## src/rtl/gate_vector_sequencer_pkg.sv

```systemverilog
// Shared state encoding, mode values and pattern helper for the gate vector sequencer.
// Latency: n/a (types and a pure function only); backpressure: n/a.
package gate_seq_pkg;

  typedef enum logic [1:0] {
    ST_IDLE = 2'd0,
    ST_RUN  = 2'd1,
    ST_DONE = 2'd2
  } state_t;

  localparam logic MODE_BIN  = 1'b0;
  localparam logic MODE_GRAY = 1'b1;

  function automatic logic [2:0] gray3(input logic [2:0] idx);
    return idx ^ (idx >> 1);
  endfunction

endpackage

```

## src/rtl/gate_vector_sequencer_encode.sv

```systemverilog
// Maps a vector index to its 3-bit {a,b,c} pattern in binary or Gray order.
// Latency: combinational; backpressure: none.
module gate_seq_encode
  import gate_seq_pkg::*;
(
  input  logic [2:0] idx,
  input  logic       mode,
  output logic [2:0] pat
);

  always_comb begin
    pat = (mode == MODE_GRAY) ? gray3(idx) : idx;
  end

endmodule

```

## src/rtl/gate_vector_sequencer.sv

```systemverilog
// Steps {a,b,c} through NUM_VECTORS binary/Gray patterns, each held HOLD_CYCLES clocks.
// Latency: first vector 1 clk after start; no backpressure, stop aborts the run on the next edge.
module gate_vector_sequencer
  import gate_seq_pkg::*;
#(
  parameter int HOLD_CYCLES = 20,
  parameter int NUM_VECTORS = 8
) (
  input  logic       clk,
  input  logic       rst_n,
  input  logic       start,
  input  logic       stop,
  input  logic       mode,
  output logic       a,
  output logic       b,
  output logic       c,
  output logic [2:0] vec_idx,
  output logic       vec_valid,
  output logic       busy,
  output logic       done
);

  localparam int HC_W = (HOLD_CYCLES > 1) ? $clog2(HOLD_CYCLES) : 1;
  localparam logic [HC_W-1:0] HOLD_LAST = HC_W'(HOLD_CYCLES - 1);
  localparam logic [2:0]      IDX_LAST  = 3'(NUM_VECTORS - 1);

  state_t          state;
  logic [HC_W-1:0] hold_cnt;
  logic            mode_q;
  logic [2:0]      abc_q;

  logic [2:0] enc_idx;
  logic       enc_mode;
  logic [2:0] enc_pat;

  // One encoder serves both the first vector (live mode) and each advance (latched mode).
  always_comb begin
    enc_idx  = 3'd0;
    enc_mode = mode;
    if (state == ST_RUN) begin
      enc_idx  = vec_idx + 3'd1;
      enc_mode = mode_q;
    end
  end

  gate_seq_encode u_encode (
    .idx  (enc_idx),
    .mode (enc_mode),
    .pat  (enc_pat)
  );

  always_ff @(posedge clk) begin
    if (!rst_n) begin
      state     <= ST_IDLE;
      hold_cnt  <= '0;
      mode_q    <= MODE_BIN;
      abc_q     <= 3'd0;
      vec_idx   <= 3'd0;
      vec_valid <= 1'b0;
      busy      <= 1'b0;
      done      <= 1'b0;
    end else begin
      done <= 1'b0;
      case (state)
        ST_RUN: begin
          if (stop) begin
            state     <= ST_IDLE;
            hold_cnt  <= '0;
            abc_q     <= 3'd0;
            vec_idx   <= 3'd0;
            vec_valid <= 1'b0;
            busy      <= 1'b0;
          end else if (hold_cnt < HOLD_LAST) begin
            hold_cnt <= hold_cnt + HC_W'(1);
          end else if (vec_idx < IDX_LAST) begin
            vec_idx  <= vec_idx + 3'd1;
            abc_q    <= enc_pat;
            hold_cnt <= '0;
          end else begin
            state     <= ST_DONE;
            hold_cnt  <= '0;
            abc_q     <= 3'd0;
            vec_idx   <= 3'd0;
            vec_valid <= 1'b0;
            busy      <= 1'b0;
            done      <= 1'b1;
          end
        end
        ST_DONE: begin
          state <= ST_IDLE;
        end
        default: begin
          // Idle, and the unused encoding 2'd3 recovers here.
          state <= ST_IDLE;
          if (start && !stop) begin
            state     <= ST_RUN;
            hold_cnt  <= '0;
            mode_q    <= mode;
            abc_q     <= enc_pat;
            vec_idx   <= 3'd0;
            vec_valid <= 1'b1;
            busy      <= 1'b1;
          end
        end
      endcase
    end
  end

  assign a = abc_q[2];
  assign b = abc_q[1];
  assign c = abc_q[0];

endmodule
```

## config.mk

```make
export PLATFORM = sky130hd
export DESIGN_NAME = gate_vector_sequencer
export DESIGN_NICKNAME = d
export VERILOG_FILES = /design/src/rtl/gate_vector_sequencer_pkg.sv /design/src/rtl/gate_vector_sequencer_encode.sv /design/src/rtl/gate_vector_sequencer.sv
export SDC_FILE = /design/constraint.sdc
export NUM_CORES = 1
export LEC_CHECK = 0
export ABC_AREA = 1
export BUFFER_PORTS_ARGS = -buffer_cell sky130_fd_sc_hd__buf_2
export CORE_MARGIN = 3
export CORE_UTILIZATION = 57
export CTS_BUF_LIST = sky130_fd_sc_hd__clkbuf_2 sky130_fd_sc_hd__clkbuf_4 sky130_fd_sc_hd__clkbuf_8
export CTS_CLUSTER_DIAMETER = 50
export DETAILED_ROUTE_END_ITERATION = 7
export PLACE_DENSITY_LB_ADDON = 0.15
export REMOVE_ABC_BUFFERS = 1
export SLEW_MARGIN = 20
export SYNTH_ARGS = -nofsm -noshare
export SYNTH_HDL_FRONTEND = slang
export SYNTH_SLANG_ARGS = --single-unit
```

## constraint.sdc

```tcl
create_clock -name clk -period 1.83 [get_ports clk]
set_input_delay 0.0915 -clock clk [delete_from_list [all_inputs] [get_ports clk]]
set_output_delay 0.0915 -clock clk [all_outputs]
set_load 0.02 [all_outputs]
```

==> impl_metrics.py <==
metrics = {
    "routing": {
        "drt-wirelength-per-cell_um": 10.3,
        "drt-pass1-iter-count": 4,
        "drt-total-wl_um": 1570,
        "viasPerCell": 5.18,
        "drc_errors": 0,
        "ant_nets": 0,
        "dr.first_iter.drc_count": 20,
        "vias": 792,
    },
    "floorplan": {
        "core_area_um2": 1370,
        "num_rows": 13,
        "die_h_um": 45.0,
        "fp.dieW_um": 45.0,
        "die_area_um2": 2020,
        "io_pins": 14,
        "start_util_pct": 63.4,
    },
    "global_routing": {
        "grt_pass1_vias": 668,
        "grt_remaining_overflow": 0,
        "antenna_found_initial": 0,
        "grt_pass1_wl_um": 2790,
        "grt_max_degree": 14,
        "grt_usage_pct": 19.0,
    },
    "sta": {
        "finalSetupTns_ns": 0,
        "setup_violations": 0,
        "final-hold-violation-count": 0,
        "hold-worst-slack_ns": 0.105,
        "rsz0062_at_grt": "no",
        "fin_crit_sh_pct": 88.8,
        "skew_ns": 0.00371,
        "slew_viol_final": 0,
        "slew_headroom_pct": 76.7,
        "tightest_slew_ns": 0.349,
        "timing.fmax_mhz": 615,
        "period_needed_ns": 1.62,
    },
    "cts": {
        "cts_tree": "built",
        "htreeDepth": 1,
        "cts_resized": 0,
        "cts-root-buf": "clkbuf_4",
        "clock_latency_ns": 0.29,
        "cts_inserted_buffers": 3,
        "clockBufferDepth": 2,
        "clk_pin_slew_ns": 0.10,
        "clock_sinks": 16,
        "ctsHoldBuffers": 0,
        "postCtsSetupBuffers": 0,
    },
    "critical_path": {
        "crit_path_frequent_cell": "nand2_2",
        "cpMaxStageDelayCell": "a21oi_4",
        "cp_max_fo": 11,
        "arrival_ns": 1.81,
        "path_class": "register to register",
        "cp-end-kind": "register",
        "slowest_delay_ns": 0.34,
        "crit_chain": "inv_1 -> ha_1 -> inv_2 -> a21oi_4 -> nand2_2 -> nand2_2 -> a21oi_1",
        "start_kind": "register",
        "required_ns": 2.02,
    },
    "final_layout": {
        "final_cell_mix": "nand2_1, nand3_1, dfxtp_1",
        "fillers": 118,
        "antenna_cells": 0,
        "fin_cells": 153,
        "fin_util_pct": 70.5,
        "layout.cells.most_common": "nand2_1",
        "drive_above_1_share_pct": 20.3,
        "finalInstanceArea_um2": 963,
        "areaGrowthSynthToFinish_pct": 11.3,
        "fin_nets": 149,
    },
    "logic_synthesis": {
        "synth.top_cells.by_area": "dfxtp_1, nand2_1, nand3_1",
        "synth_seq_area_share_pct": 37.0,
        "synth_top_area_share_pct": 37.0,
        "yosysTopAreaCell": "dfxtp_1",
        "yosys.cell_types.count": 22,
        "syn_area_um2": 866,
        "synth_seq_cells": 16,
        "avgSynthCellArea_um2": 6.98,
        "yosys_warnings": 0,
        "postSynthCellCount": 124,
    },
    "min_path": {
        "hp-class": "input port to register",
    },
    "power": {
        "p_leak_nw": 0.466,
        "pwr-share-clk_pct": 31.0,
        "p_int_mw": 0.534,
        "power.switching_mw": 0.222,
        "p_seq_share_pct": 49.9,
        "p_sw_share_pct": 29.4,
        "ir_drop_mv": 0.476,
        "p_per_area_nw_per_um2": 785,
        "pwr-share-comb_pct": 19.2,
    },
    "status": {
        "status": "complete, no violations",
    },
    "place": {
        "portBuffers": 13,
        "finalWeightedCongestion": 0.785,
        "hpwl_um": 1250,
        "dpl.cell_count": 149,
        "place_area_um2": 927,
    },
    "flow_run": {
        "max_cap_viol_count": 0,
    },
}
[through the flow]
stage               power [mW]  setup WS, ns
CTS                      0.762         0.191
global placement         0.526         0.309
detailed placement       0.530         0.218
global route             0.799        0.0475
floorplan                0.491         0.417
finish                   0.756         0.205
[cells by family (layout without fill, tap and decap cells)]
logic type / count (synthesis) / in the layout / share of synthesized area, %
fa+ha+maj: 5 / 5 / 7.23
flops: 16 / 16 / 37.0
simple gates: 74 / 74 / 38.0
compound gates: 13 / 13 / 9.25
buf+inv: 16 / 30 / 8.53
[path summary, 6_finish.rpt]
path	start	to	slack, ns	cells after the start
setup / recovery	state[1]	vec_idx[0]	0.21	7
hold / removal	mode	mode_q	0.11	3
setup reg to reg	state[1]	vec_idx[0]	0.21	7
hold reg to reg	abc_q[1]	abc_q[1]	0.48	2
[sequential cells by signal, summed over array words and instances (netlist names)]
register and count:
busy 1, abc_q 3, mode_q 1, hold_cnt 5, done 1, vec_idx 3
state 2
[worst max-delay path: cells and delay by family (launching register included)]
kind | cells | cell delay [ns]
AO/OA/AOI/OAI | 2 | 0.42
AND/OR/NAND/NOR | 2 | 0.33
flip-flops | 1 | 0.32
adder cells (fa/ha/maj) | 1 | 0.26
buffers and inverters | 2 | 0.20
[cells in the mapped netlist]
master / n
inv_1: 10
nor2_1: 13
nor2_4: 1
or2_2: 1
a21oi_4: 1
nand2_2: 4
nand2_1: 33
a21oi_2: 1
ha_1: 5
a21oi_1: 7
inv_4: 1
inv_2: 2
dfxtp_1: 16
nand4_1: 1
o21ai_0: 4
buf_6: 1
or2_0: 1
clkbuf_1: 1
nand3_1: 16
buf_4: 1
and2_1: 1
nor3_1: 3
[power by group through the flow]
stage / Sequential, mW / Combinational [mW] / Clock (mW)
after detailed placement: 0.385 / 0.145 / 0
after global routing: 0.379 / 0.166 / 0.253
after floorplan: 0.395 / 0.0965 / 0
final: 0.377 / 0.145 / 0.234
after global placement: 0.384 / 0.142 / 0
after CTS: 0.377 / 0.146 / 0.240
[area by class of cell]
class,instances,area [µm²],share of cell area [%]
sequential,16,320,33.2
multi-input combinational,92,472,49.0
timing repair buffer,13,65.1,6.75
clock buffer,4,36.3,3.77
inverter,13,51.3,5.32
tap,15,18.8,1.95
[routing by layer]
metal / vias up / track usage [%] / part of all wire, %
met2: 28 / 28.5 / 43
met5: - / 0 / 0
met3: 4 / 3.59 / 7.9
li1: 426 / - / -
met1: 334 / 24.7 / 46
met4: 0 / 12.3 / 2.4
No activity file was read; power rests on OpenSTA's default activity.
